==> config.mk <==
export PLATFORM = sky130hd
export DESIGN_NAME = pipelined_opcode_decoder_flat
export DESIGN_NICKNAME = d
export VERILOG_FILES = /design/src/rtl/pipelined_opcode_decoder_if.sv /design/src/rtl/pipelined_opcode_decoder.sv /design/src/flat_wrapper.sv
export SDC_FILE = /design/constraint.sdc
export NUM_CORES = 1
export LEC_CHECK = 0
export CORE_UTILIZATION = 44
export CTS_CLUSTER_SIZE = 8
export DETAILED_ROUTE_END_ITERATION = 6
export PLACE_DENSITY = 0.79
export SYNTH_ARGS = -nofsm -noshare
export SYNTH_HDL_FRONTEND = slang
export SYNTH_SLANG_ARGS = --single-unit
==> constraint.sdc <==
create_clock -name clk -period 2.6 [get_ports clk]
set_clock_uncertainty 0.1 [all_clocks]
set_input_delay 0.39 -clock clk [delete_from_list [all_inputs] [get_ports clk]]
set_output_delay 0.39 -clock clk [all_outputs]
set_load 0.02 [all_outputs]
==> src/rtl/pipelined_opcode_decoder_if.sv <==
// Fetch-side and execute-side handshake plus decoded control bundle of the opcode decoder stage.
interface pipelined_opcode_decoder_if;
   logic [31:0] instr;
   logic        instr_valid;
   logic        instr_ready;
   logic        dec_valid;
   logic        dec_ready;
   logic        fpu_en;
   logic        mul_en;
   logic        branch;
   logic        mem_read;
   logic        mem_to_reg;
   logic        mem_write;
   logic        alu_src;
   logic        reg_write;
   logic [1:0]  jump;
   logic [1:0]  alu_op;
   logic [4:0]  rd;
   logic [4:0]  rs1;
   logic [4:0]  rs2;
   logic        illegal;
   logic        mdu_busy;
   logic        fpu_busy;

   modport master (
      output instr, instr_valid, dec_ready,
      input  instr_ready, dec_valid, fpu_en, mul_en, branch, mem_read, mem_to_reg,
             mem_write, alu_src, reg_write, jump, alu_op, rd, rs1, rs2, illegal,
             mdu_busy, fpu_busy
   );

   modport slave (
      input  instr, instr_valid, dec_ready,
      output instr_ready, dec_valid, fpu_en, mul_en, branch, mem_read, mem_to_reg,
             mem_write, alu_src, reg_write, jump, alu_op, rd, rs1, rs2, illegal,
             mdu_busy, fpu_busy
   );
endinterface

==> src/rtl/pipelined_opcode_decoder.sv <==
// Registered RV32IMF decode stage with valid/ready on both sides and MDU/FPU issue blocking.
// Optional macro DEC_ILLEGAL_TRAP_EN reports unrecognised encodings on 'illegal'.
module pipelined_opcode_decoder #(
   parameter int MDU_LAT = 4,
   parameter int FPU_LAT = 6,
   parameter int CNT_W   = 4
) (
   input  logic                     clk,
   input  logic                     rst_n,
   input  logic                     flush,
   pipelined_opcode_decoder_if.slave bus
);

   typedef struct packed {
      logic       fpu_en;
      logic       mul_en;
      logic       branch;
      logic       mem_read;
      logic       mem_to_reg;
      logic       mem_write;
      logic       alu_src;
      logic       reg_write;
      logic [1:0] jump;
      logic [1:0] alu_op;
      logic       fp_arith;
   } ctrl_t;

   ctrl_t            ctrl_d;
   ctrl_t            ctrl_q;
   logic             vld_q;
   logic             fire;
   logic             block;
   logic             capture;
   logic [CNT_W-1:0] mdu_cnt;
   logic [CNT_W-1:0] fpu_cnt;
   logic [4:0]       rd_q;
   logic [4:0]       rs1_q;
   logic [4:0]       rs2_q;
   logic [6:0]       opcode;
   logic [6:0]       funct7;
   logic [2:0]       unused_funct3;
`ifdef DEC_ILLEGAL_TRAP_EN
   logic             illegal_d;
   logic             illegal_q;
`endif

   assign opcode        = bus.instr[6:0];
   assign funct7        = bus.instr[31:25];
   assign unused_funct3 = bus.instr[14:12];

   always_comb begin
      ctrl_d = '0;
`ifdef DEC_ILLEGAL_TRAP_EN
      illegal_d = 1'b0;
`endif
      case (opcode)
         7'b0110011: begin
            if (funct7 == 7'b0000001) begin
               ctrl_d.mul_en    = 1'b1;
               ctrl_d.reg_write = 1'b1;
            end
`ifdef DEC_ILLEGAL_TRAP_EN
            else if (funct7 != 7'b0000000 && funct7 != 7'b0100000) begin
               illegal_d = 1'b1;
            end
`endif
            else begin
               ctrl_d.reg_write = 1'b1;
               ctrl_d.alu_op    = 2'b10;
            end
         end
         7'b0010011: begin
            ctrl_d.alu_src   = 1'b1;
            ctrl_d.reg_write = 1'b1;
            ctrl_d.alu_op    = 2'b10;
         end
         7'b0000011, 7'b0000111: begin
            ctrl_d.mem_read   = 1'b1;
            ctrl_d.mem_to_reg = 1'b1;
            ctrl_d.alu_src    = 1'b1;
            ctrl_d.reg_write  = 1'b1;
            ctrl_d.fpu_en     = opcode[2];
         end
         7'b0100011, 7'b0100111: begin
            ctrl_d.mem_write = 1'b1;
            ctrl_d.alu_src   = 1'b1;
            ctrl_d.fpu_en    = opcode[2];
         end
         7'b1100011: begin
            ctrl_d.branch = 1'b1;
            ctrl_d.alu_op = 2'b01;
         end
         7'b1101111: begin
            ctrl_d.reg_write = 1'b1;
            ctrl_d.jump      = 2'b10;
         end
         7'b1100111: begin
            ctrl_d.alu_src   = 1'b1;
            ctrl_d.reg_write = 1'b1;
            ctrl_d.jump      = 2'b01;
         end
         7'b0110111, 7'b0010111: begin
            ctrl_d.alu_src   = 1'b1;
            ctrl_d.reg_write = 1'b1;
            ctrl_d.alu_op    = 2'b11;
         end
         7'b1010011: begin
            ctrl_d.fpu_en    = 1'b1;
            ctrl_d.reg_write = 1'b1;
            ctrl_d.fp_arith  = 1'b1;
         end
         default: begin
`ifdef DEC_ILLEGAL_TRAP_EN
            illegal_d = 1'b1;
`endif
         end
      endcase
   end

   // A held MDU/FP-arith op waits until the previous op of its class has left the unit.
   assign block   = (ctrl_q.mul_en && mdu_cnt != '0) || (ctrl_q.fp_arith && fpu_cnt != '0);
   assign fire    = bus.dec_valid && bus.dec_ready;
   assign capture = bus.instr_valid && bus.instr_ready && !flush;

   assign bus.dec_valid   = vld_q && !block;
   assign bus.instr_ready = !vld_q || fire;

   always_ff @(posedge clk or negedge rst_n) begin
      if (!rst_n) begin
         vld_q  <= 1'b0;
         ctrl_q <= '0;
         rd_q   <= '0;
         rs1_q  <= '0;
         rs2_q  <= '0;
      end else begin
         if (flush) begin
            vld_q <= 1'b0;
         end else if (capture) begin
            vld_q <= 1'b1;
         end else if (fire) begin
            vld_q <= 1'b0;
         end
         if (capture) begin
            ctrl_q <= ctrl_d;
            rd_q   <= bus.instr[11:7];
            rs1_q  <= bus.instr[19:15];
            rs2_q  <= bus.instr[24:20];
         end
      end
   end

   // Counters survive flush because the unit stays occupied by an already-issued op.
   always_ff @(posedge clk or negedge rst_n) begin
      if (!rst_n) begin
         mdu_cnt <= '0;
         fpu_cnt <= '0;
      end else begin
         if (fire && ctrl_q.mul_en) begin
            mdu_cnt <= CNT_W'(MDU_LAT - 1);
         end else if (mdu_cnt != '0) begin
            mdu_cnt <= mdu_cnt - CNT_W'(1);
         end
         if (fire && ctrl_q.fp_arith) begin
            fpu_cnt <= CNT_W'(FPU_LAT - 1);
         end else if (fpu_cnt != '0) begin
            fpu_cnt <= fpu_cnt - CNT_W'(1);
         end
      end
   end

`ifdef DEC_ILLEGAL_TRAP_EN
   always_ff @(posedge clk or negedge rst_n) begin
      if (!rst_n) begin
         illegal_q <= 1'b0;
      end else if (capture) begin
         illegal_q <= illegal_d;
      end
   end
   assign bus.illegal = illegal_q;
`else
   assign bus.illegal = 1'b0;
`endif

   assign bus.fpu_en     = ctrl_q.fpu_en;
   assign bus.mul_en     = ctrl_q.mul_en;
   assign bus.branch     = ctrl_q.branch;
   assign bus.mem_read   = ctrl_q.mem_read;
   assign bus.mem_to_reg = ctrl_q.mem_to_reg;
   assign bus.mem_write  = ctrl_q.mem_write;
   assign bus.alu_src    = ctrl_q.alu_src;
   assign bus.reg_write  = ctrl_q.reg_write;
   assign bus.jump       = ctrl_q.jump;
   assign bus.alu_op     = ctrl_q.alu_op;
   assign bus.rd         = rd_q;
   assign bus.rs1        = rs1_q;
   assign bus.rs2        = rs2_q;
   assign bus.mdu_busy   = (mdu_cnt != '0);
   assign bus.fpu_busy   = (fpu_cnt != '0);

endmodule

==> src/flat_wrapper.sv <==
// flat-port wrapper written by rule: the top's interface ports become plain ports
module pipelined_opcode_decoder_flat 
#(
   parameter int MDU_LAT = 4,
   parameter int FPU_LAT = 6,
   parameter int CNT_W   = 4
)
  (clk, rst_n, flush, bus_instr, bus_instr_valid, bus_dec_ready, bus_instr_ready, bus_dec_valid, bus_fpu_en, bus_mul_en, bus_branch, bus_mem_read, bus_mem_to_reg, bus_mem_write, bus_alu_src, bus_reg_write, bus_jump, bus_alu_op, bus_rd, bus_rs1, bus_rs2, bus_illegal, bus_mdu_busy, bus_fpu_busy);
  pipelined_opcode_decoder_if bus_i ();
  input  logic clk;
  input  logic rst_n;
  input  logic flush;
  input wire logic [$bits(bus_i.instr)-1:0] bus_instr;
  input wire logic [$bits(bus_i.instr_valid)-1:0] bus_instr_valid;
  input wire logic [$bits(bus_i.dec_ready)-1:0] bus_dec_ready;
  output wire logic [$bits(bus_i.instr_ready)-1:0] bus_instr_ready;
  output wire logic [$bits(bus_i.dec_valid)-1:0] bus_dec_valid;
  output wire logic [$bits(bus_i.fpu_en)-1:0] bus_fpu_en;
  output wire logic [$bits(bus_i.mul_en)-1:0] bus_mul_en;
  output wire logic [$bits(bus_i.branch)-1:0] bus_branch;
  output wire logic [$bits(bus_i.mem_read)-1:0] bus_mem_read;
  output wire logic [$bits(bus_i.mem_to_reg)-1:0] bus_mem_to_reg;
  output wire logic [$bits(bus_i.mem_write)-1:0] bus_mem_write;
  output wire logic [$bits(bus_i.alu_src)-1:0] bus_alu_src;
  output wire logic [$bits(bus_i.reg_write)-1:0] bus_reg_write;
  output wire logic [$bits(bus_i.jump)-1:0] bus_jump;
  output wire logic [$bits(bus_i.alu_op)-1:0] bus_alu_op;
  output wire logic [$bits(bus_i.rd)-1:0] bus_rd;
  output wire logic [$bits(bus_i.rs1)-1:0] bus_rs1;
  output wire logic [$bits(bus_i.rs2)-1:0] bus_rs2;
  output wire logic [$bits(bus_i.illegal)-1:0] bus_illegal;
  output wire logic [$bits(bus_i.mdu_busy)-1:0] bus_mdu_busy;
  output wire logic [$bits(bus_i.fpu_busy)-1:0] bus_fpu_busy;
  assign bus_i.instr = bus_instr;
  assign bus_i.instr_valid = bus_instr_valid;
  assign bus_i.dec_ready = bus_dec_ready;
  assign bus_instr_ready = bus_i.instr_ready;
  assign bus_dec_valid = bus_i.dec_valid;
  assign bus_fpu_en = bus_i.fpu_en;
  assign bus_mul_en = bus_i.mul_en;
  assign bus_branch = bus_i.branch;
  assign bus_mem_read = bus_i.mem_read;
  assign bus_mem_to_reg = bus_i.mem_to_reg;
  assign bus_mem_write = bus_i.mem_write;
  assign bus_alu_src = bus_i.alu_src;
  assign bus_reg_write = bus_i.reg_write;
  assign bus_jump = bus_i.jump;
  assign bus_alu_op = bus_i.alu_op;
  assign bus_rd = bus_i.rd;
  assign bus_rs1 = bus_i.rs1;
  assign bus_rs2 = bus_i.rs2;
  assign bus_illegal = bus_i.illegal;
  assign bus_mdu_busy = bus_i.mdu_busy;
  assign bus_fpu_busy = bus_i.fpu_busy;
  pipelined_opcode_decoder #(.MDU_LAT(MDU_LAT), .FPU_LAT(FPU_LAT), .CNT_W(CNT_W)) u_core (.clk(clk), .rst_n(rst_n), .flush(flush), .bus(bus_i));
endmodule
**Word level (Yosys, flattened, before mapping)**

Cells that the tools add are included.

- Multiplexer cells: 19
- Reduce and logical (&&, ||, !) cells: 24
- $add $sub $neg: 2
- Equality and inequality tests: 13

Operator list:

| operator | number |
|---|---|
| $eq A7 B6 Y1 const B | 4 |
| $eq A7 B7 Y1 const B | 4 |
| $mux W4 | 4 |
| $eq A7 B5 Y1 const B | 2 |
| $mux W1 | 10 |
| $reduce_or A9 Y1 | 1 |
| $logic_and A1 B1 Y1 | 8 |
| $pmux W2 S4 | 1 |
| $reduce_bool A4 Y1 | 2 |
| $reduce_or A8 Y1 | 1 |
| $sub A4 B1 Y4 const B | 2 |
| $eq A7 B1 Y1 const B | 1 |
| $eq A7 B2 Y1 const B | 1 |
| $eq A7 B3 Y1 const B | 1 |
| $reduce_or A2 Y1 | 3 |
| $mux W2 | 2 |
| $pmux W2 S2 | 1 |
| $reduce_bool A2 Y1 | 2 |
| $reduce_or A4 Y1 | 1 |
| $logic_not A1 Y1 | 3 |
| $reduce_bool A3 Y1 | 1 |
| $logic_or A1 B1 Y1 | 2 |
| $pmux W1 S2 | 1 |

- Word-level logic and storage cells: 75
- Input bits: 37
- Output and inout port bits: 32
- Flip-flop bits (word level): 37

**Depth between registers and ports, before layout**

Gate-level depths: netlist of the first run.

- Depth after elaboration: 11
- Gate-level depth with buffers: 8
- Mapped depth without buffers: 7

**Worst setup path before layout of the first run**

No wires, ideal clock.

- Kind: register to register
- Start point: register u_core.fpu_cnt[0]
- End point: register u_core.ctrl_q, in the netlist u_core.bus.mem_write
- Buffers on the path: 1
- Arrival time: 1.906 ns
- Setup slack: 0.468 ns
- Setup time: 0.125 ns
- Data required time: 2.375 ns
- Period minus slack after synthesis: 2.132 ns
- Cell stages (with the launch flop): 9
- Cells stage by stage: dfrtp_1 inv_1 ha_1 nor3b_2 inv_1 a31oi_2 o21ai_4 buf_6 mux2_4

- Cells in the longest elaborated chain, start to end: 9

Ends and longest elaborated chain:

| what | line | text |
|---|---|---|
| start, declared | pipelined_opcode_decoder.sv:35 | `logic [CNT_W-1:0] fpu_cnt;` |
| start signal, assigned | pipelined_opcode_decoder.sv:164 | `fpu_cnt <= CNT_W'(FPU_LAT - 1);` |
| start signal, assigned | pipelined_opcode_decoder.sv:166 | `fpu_cnt <= fpu_cnt - CNT_W'(1);` |
| $reduce_bool A4 Y1 | -- |  |
| named net bus_fpu_busy | flat_wrapper.sv:33 | `output wire logic [$bits(bus_i.fpu_busy)-1:0] bus_fpu_busy;` |
| $logic_and A1 B1 Y1 | pipelined_opcode_decoder.sv:121 | `assign block = (ctrl_q.mul_en && mdu_cnt != '0) \|\| (ctrl_q.fp_arith && fpu_cnt != '0);` |
| $logic_or A1 B1 Y1 | pipelined_opcode_decoder.sv:121 |  |
| $logic_not A1 Y1 | pipelined_opcode_decoder.sv:125 | `assign bus.dec_valid = vld_q && !block;` |
| $logic_and A1 B1 Y1 | pipelined_opcode_decoder.sv:125 |  |
| $logic_and A1 B1 Y1 | pipelined_opcode_decoder.sv:122 | `assign fire = bus.dec_valid && bus.dec_ready;` |
| $logic_or A1 B1 Y1 | pipelined_opcode_decoder.sv:126 | `assign bus.instr_ready = !vld_q \|\| fire;` |
| $logic_and A1 B1 Y1 (2 in series) | pipelined_opcode_decoder.sv:123 | `assign capture = bus.instr_valid && bus.instr_ready && !flush;` |
| end signal, assigned | pipelined_opcode_decoder.sv:144 | `ctrl_q <= ctrl_d;` |
| end, declared | pipelined_opcode_decoder.sv:29 | `ctrl_t ctrl_q;` |

The timed path passes the listed nets, and every way through them passes these cells.
A chain may end at the register's enable or synchronous reset.

**Worst setup path after layout of the first run**

- Start point: register u_core.mdu_cnt[0]
- End point: output bus_mdu_busy

- Cells in the longest elaborated chain, start to end: 1

Ends and longest elaborated chain:

| what | line | text |
|---|---|---|
| start, declared | pipelined_opcode_decoder.sv:34 | `logic [CNT_W-1:0] mdu_cnt;` |
| start signal, assigned | pipelined_opcode_decoder.sv:159 | `mdu_cnt <= CNT_W'(MDU_LAT - 1);` |
| start signal, assigned | pipelined_opcode_decoder.sv:161 | `mdu_cnt <= mdu_cnt - CNT_W'(1);` |
| $reduce_bool A4 Y1 | pipelined_opcode_decoder.sv:197 | `assign bus.mdu_busy = (mdu_cnt != '0);` |
| end, declared | flat_wrapper.sv:32 | `output wire logic [$bits(bus_i.mdu_busy)-1:0] bus_mdu_busy;` |

Every way passes these cells.

==> results of run 1 <==
## layout by cell type, fill, tap and decap left out, types with 2 or more instances in the layout
cell type,synthesis,final
inv_1,9,9
nand4_1,3,3
buf_4,6,6
mux2_4,19,19
ha_1,3,3
nor3_1,2,2
o21ai_0,4,4
nor4_1,2,2
nand3b_1,5,5
mux2i_1,2,2
clkbuf_8,0,5
clkdlybuf4s50_1,0,62
dfrtp_1,36,36
nor2b_1,2,2
a21o_1,3,3
xnor2_1,2,2
a21oi_1,6,6
mux2_2,6,6
nand3_1,3,3
or3_1,2,2
nor2_1,9,9
nand2_1,9,9
## power by group
| part | switching [mW] | leakage (nW) | total [mW] | internal [mW] |
|---|---|---|---|---|
| registers | 0.0801 | 0.452 | 0.755 | 0.675 |
| logic | 0.289 | 0.696 | 0.650 | 0.361 |
| clock network | 0.196 | 0.0552 | 0.480 | 0.285 |
## worst max-delay path, cell delays in order (launching register included)
cell and delay, ns:
dfrtp_1 0.40, inv_1 0.07, ha_1 0.15, or3b_1 0.41, buf_4 0.18, clkdlybuf4s50_1 0.53
## metrics by stage
step	worst slack [ns]	hold WS (ns)	cells	power, mW	instance area, um2
after floorplan	0.4684	-0.005591	155	1.150	1867
after global placement	0.09895	0.3809	264	1.395	2529
after detailed placement	0.09734	0.3946	264	1.425	2529
after CTS	0.06072	0.4148	272	1.908	2634
after global routing	0.009679	0.4261	272	2.014	2635
final	0.08362	0.4024	272	1.885	2635
## repair_timing
action,CTS,global route
endpoints found under the setup margin,2,1
hold buffers,0,0
resized for setup,2,1
## per-layer routing
layer | GRT usage [%] | up-vias | part of all wire [%]
met5 | 0 | - | 0
met2 | 31.50 | 34 | 52
met4 | 5.851 | 0 | 1.3
li1 | - | 663 | -
met3 | 5.068 | 4 | 3.4
met1 | 23.29 | 689 | 43
## final timing paths
check,from,end,slack [ns],cells after the start
setup / recovery,u_core.mdu_cnt[0],bus_mdu_busy,0.08,5
hold / removal,u_core.mdu_cnt[2],u_core.mdu_cnt[2],0.40,1
setup reg to reg,u_core.mdu_cnt[0],u_core.bus.rd[0],0.19,6
hold reg to reg,u_core.mdu_cnt[2],u_core.mdu_cnt[2],0.40,1
max in group asynchronous,rst_n,u_core.fpu_cnt[0],1.65,2
min in group asynchronous,rst_n,u_core.mdu_cnt[0],0.43,2
## cell families after synthesis
| kind of cell | Yosys count | share of synthesized area [%] |
|---|---|---|
| AOI/OAI and AO/OA | 22 | 9.116 |
| xor gates and xnor gates | 2 | 0.9385 |
| adders and majority gates | 3 | 2.011 |
| buffers and inverters | 20 | 6.434 |
| DFF | 36 | 48.26 |
| muxes | 27 | 19.97 |
| other | 1 | 0.2009 |
| and+or+nand+nor | 44 | 13.07 |
## final cells by class
| cell class | instances | area (um2) |
|---|---|---|
| clock buffer | 6 | 72.57 |
| clock inverter | 2 | 35.03 |
| fill | 321 | 1394 |
| inverter | 9 | 33.78 |
| multi-input combinational | 99 | 845.8 |
| sequential | 36 | 900.9 |
| tap | 50 | 62.56 |
| timing repair buffer | 70 | 684.4 |
## cell usage after synthesis (4+ instances only)
library cell and instances:
a21oi_1 6, buf_4 6, dfrtp_1 36, inv_1 9, mux2_2 6, mux2_4 19, nand2_1 9, nand3b_1 5
nor2_1 9, o21ai_0 4
==> flow_summary.yaml, run 1 <==
global_route:
  antenna_found_initial: 0
  gr-total-overflow: 0
  grt_pass1_wl_um: 6285
  grt_max_degree: 37
  grt_pass1_vias: 1430
  track_usage_pct: 18.75
synth:
  seq_area_frac_synth_pct: 48.26
  async_reset_ff_share_pct: 100.0
  synth.distinct_cells: 40
  synth_area_leaders: "dfrtp_1, mux2_4, mux2_2, buf_4, ha_1"
  synth_warnings: 0
  synth_top_area_share_pct: 48.26
  avgSynthCellArea_um2: 12.04
  synth_top_cell_by_area: "dfrtp_1"
  synth-seq-cells: 36
  synth_enable_flop_cells: 0
  synth_cells: 155
  syn_nets: 195
  synth.cell_area_mm2: 0.001867
  synth_flop_cell: "dfrtp_1"
routing:
  vias: 1390
  drt_pass1_iterations: 4
  ant_nets: 0
  routed_via_density: 5.110
  drc: 0
  drt-initial-drc-count: 38
  wl_um: 3790
  wl_per_cell_um: 13.93
setup_path:
  crit_arrival_ns: 2.03
  worstSetupEndpointType: "output port"
  cp_data_required_time_ns: 2.11
  path_class: "flip-flop to output port"
  path_max_fanout: 6
  start_kind: "flip-flop"
min_path:
  hp-class: "flip-flop to flip-flop"
die:
  row_count: 23
  die_h_um: 67.14
  core_area_mm2: 0.004029
  ioPinCount: 69
  initial_core_util_pct: 46.34
  die_x_um: 67.14
  dieArea_mm2: 0.004507
clocking:
  numCtsBuffers: 5
  clkSinkCount: 36
  cts.clk_slew.worst_paths_ns: 0.07
  cts_root_buf: "clkbuf_8"
  cts_tree: "built"
  clk-insertion-delay-late_ns: 0.28
  htreeDepth: 2
  clockBufferDepth: 2
  post-cts-setup-buffers: 0
timing:
  tns_ns: 0
  tightestPinTransition_ns: 1.068
  fmax_ghz: 0.3974
  hold_violations: 0
  rsz0062_at_grt: "false"
  fin_crit_ns: 2.516
  relSlewSlack_pct: 28.53
  slew_viol_final: 0
  finalSetupViolations: 0
  fin_crit_sh_pct: 96.78
run:
  drv_cap: 0
placed_design:
  gp_congestion: 0.7408
  place_hpwl_um: 2768
  port_buffers: 64
status:
  status: "completed"
layout:
  areaGrowthSynthToFinish_pct: 41.15
  drive_above_1_share_pct: 19.82
  n_antenna_cell: 0
  layout.nets: 261
  post-route-util_pct: 65.40
power_and_ir_drop:
  p_leak_nw: 1.203
  vdd_ir_drop_max_v: 0.0003018
  power_density_mw_per_mm2: 715.4
(Power assumes the default switching activity.)
==> run 2, diff against run 1 <==
--- a/config.mk
+++ b/config.mk
@@ -5,10 +5,12 @@
 export SDC_FILE = /design/constraint.sdc
 export NUM_CORES = 1
 export LEC_CHECK = 0
+export CORE_MARGIN = 2
 export CORE_UTILIZATION = 44
 export CTS_CLUSTER_SIZE = 8
 export DETAILED_ROUTE_END_ITERATION = 6
 export PLACE_DENSITY = 0.79
+export SLEW_MARGIN = 20
 export SYNTH_ARGS = -nofsm -noshare
 export SYNTH_HDL_FRONTEND = slang
 export SYNTH_SLANG_ARGS = --single-unit
==> run 2 against run 1 <==
Compared with the run above:
- cell count decreased by 0.74%
- routed wire length down 2.4%
- hold slack worse by 0.32 ns
- total power down 5.0%
- flip-flop and latch count is the same
- setup slack gained 0.032 ns
- sequential power fell by 0.5%
- maximum frequency up 1.3%
- first-iteration DRC count grew 95%
- count of clock-buffer cells in the layout up 1
- sequential share of layout area is 0.48 points higher
- via count down 3.8%
==> flow_summary.yaml, run 2 (same netlist as run 1, synthesis figures left out) <==
status:
  status: "completed"
layout:
  final_common_cell: "clkdlybuf4s50_1"
  n_antenna_cell: 0
  drive_above_1_share_pct: 20.00
  post-route-util_pct: 64.50
  layout.nets: 259
  fill_cells: 328
  areaGrowthSynthToFinish_pct: 39.21
  seqCellArea_um2: 900.9
  multiInputGateArea_um2: 845.8
  final_cell_mix: "clkdlybuf4s50_1, dfrtp_1, mux2_4"
routing:
  met3RoutedLength_um: 179
  drt-initial-drc-count: 74
  top_layer: "met4"
  drc: 0
  wl_met2_um: 1735
  wl_um: 3700
  drt_pass1_iterations: 4
  wl_per_cell_um: 13.70
  vias: 1337
  routed_via_density: 4.952
  ant_nets: 0
  met1_length_um: 1726
clocking:
  ctsHoldBuffers: 0
  numCtsBuffers: 5
  clk-insertion-delay-late_ns: 0.28
  post-cts-setup-buffers: 0
  cts_resized: 2
  cts_tree: "built"
  htreeDepth: 2
  cts.clk_slew.worst_paths_ns: 0.07
  clkSinkCount: 36
  clockBufferDepth: 2
  cts_root_buf: "clkbuf_8"
die:
  core_area_mm2: 0.004029
  dieArea_mm2: 0.004780
  row_count: 23
  die_x_um: 69.14
  ioPinCount: 69
  initial_core_util_pct: 46.34
  die_h_um: 69.14
power_and_ir_drop:
  total_power_mw: 1.791
  p_leak_nw: 1.184
  switching_power_uw: 551.1
  power.share.switching_pct: 30.78
  p_int_mw: 1.239
  power_frac_seq_pct: 41.9
  power_density_mw_per_mm2: 689.0
  p_comb_share_pct: 35.4
  vdd_ir_drop_max_v: 0.0002654
  clkPwrFrac_pct: 22.7
timing:
  rsz0062_at_grt: "false"
  slew_viol_final: 0
  finalSetupViolations: 0
  relSlewSlack_pct: 29.91
  fmax_ghz: 0.4024
  hold_violations: 0
  tns_ns: 0
  tightestPinTransition_ns: 1.047
  fin_crit_sh_pct: 95.57
  fin_crit_ns: 2.485
  fin_ws_ns: 0.1151
global_route:
  antenna_found_initial: 0
  gr-total-overflow: 0
  grt_pass1_vias: 1364
  grt_pass1_wl_um: 6223
  track_usage_pct: 16.17
  grt_max_degree: 37
setup_path:
  crit_arrival_ns: 1.99
  cp_slowest_stage_delay_ns: 0.42
  start_kind: "flip-flop"
  worstSetupEndpointType: "output port"
  cp_data_required_time_ns: 2.11
  path_class: "flip-flop to output port"
  crit_path_cell_trace: "inv_1 -> ha_1 -> or3b_1 -> buf_4 -> a21oi_1 -> dlygate4sd2_1"
  critPathSlowestCell: "or3b_1"
  path_max_fanout: 6
min_path:
  hp-class: "input pin to asynchronous set/reset pin"
run:
  drv_cap: 0
placed_design:
  port_buffers: 64
  place_ws_ns: 0.05728
  place_hpwl_um: 2803
  gp_congestion: 0.8206
[run 2: cell count changes in the layout (fill, tap and decap cells not counted)]
cell | previous run | this run
clkinv_2 | 1 | 0
clkbuf_8 | 5 | 6
clkbuf_2 | 0 | 1
bufinv_16 | 1 | 0
clkdlybuf4s50_1 | 62 | 60
clkdlybuf4s15_1 | 1 | 0
clkinvlp_4 | 0 | 1
dlymetal6s2s_1 | 0 | 1
buf_4 | 6 | 4
buf_2 | 0 | 1
[run 2: final cells by class]
| type | instances | area share, % |
|---|---|---|
| Clock buffer | 7 | 3.322 |
| Clock inverter | 1 | 0.2889 |
| Inverter | 9 | 1.300 |
| Multi-Input combinational cell | 99 | 32.55 |
| Sequential cell | 36 | 34.67 |
| Tap cell | 50 | 2.407 |
| Timing Repair Buffer | 68 | 25.47 |
[run 2: power groups by stage]
stage	clock network [mW]	registers [mW]	logic (mW)
final	0.407	0.751	0.633
after global routing	0.447	0.768	0.695
after CTS	0.421	0.752	0.646
after detailed placement	0	0.762	0.645
after global placement	0	0.756	0.631
after floorplan	0	0.806	0.343
[run 2: worst max-delay path: cells and delay by family (launching register included)]
family	cells	cell delay [ns]
AO/OA/AOI/OAI	1	0.12
AND/OR/NAND/NOR	1	0.42
adder cells (fa/ha/maj)	1	0.19
buffers and inverters	3	0.58
flip-flops	1	0.40
[run 2: metal layers]
layer / vias to the layer above / track usage [%]
li1: 661 / -
met1: 625 / 21.32
met2: 45 / 25.85
met3: 6 / 3.509
met4: 0 / 6.536
met5: - / 0
[run 2: per-stage QoR]
| stage | std cells | area, um2 | hold WS (ns) |
|---|---|---|---|
| after CTS | 270 | 2600 | 0.1084 |
| after detailed placement | 262 | 2509 | 0.3928 |
| final | 270 | 2599 | 0.08557 |
| after global routing | 270 | 2599 | 0.1346 |
| after floorplan | 155 | 1867 | -0.005591 |
| after global placement | 262 | 2509 | 0.3837 |
[run 2: final timing paths]
| kind | start | endpoint | slack, ns | depth (start not counted) |
|---|---|---|---|---|
| max | u_core.mdu_cnt[0] | bus_dec_valid | 0.12 | 6 |
| min | rst_n | u_core.mdu_cnt[2] | 0.09 | 1 |
| max reg2reg | u_core.mdu_cnt[0] | u_core.bus.rs2[3] | 0.17 | 6 |
| min reg2reg | u_core.bus.rd[1] | u_core.bus.rd[1] | 0.41 | 1 |
| max in group asynchronous | rst_n | u_core.bus.rd[1] | 1.81 | 1 |
| min in group clk | u_core.bus.rd[1] | u_core.bus.rd[1] | 0.41 | 1 |
==> run 3, diff against run 2 <==
--- a/config.mk
+++ b/config.mk
@@ -10,6 +10,7 @@
 export CTS_CLUSTER_SIZE = 8
 export DETAILED_ROUTE_END_ITERATION = 6
 export PLACE_DENSITY = 0.79
+export SKIP_LAST_GASP = 1
 export SLEW_MARGIN = 20
 export SYNTH_ARGS = -nofsm -noshare
 export SYNTH_HDL_FRONTEND = slang
==> results of run 3 <==
No change in the layout: final DEF, timing and power equal those of run 2.
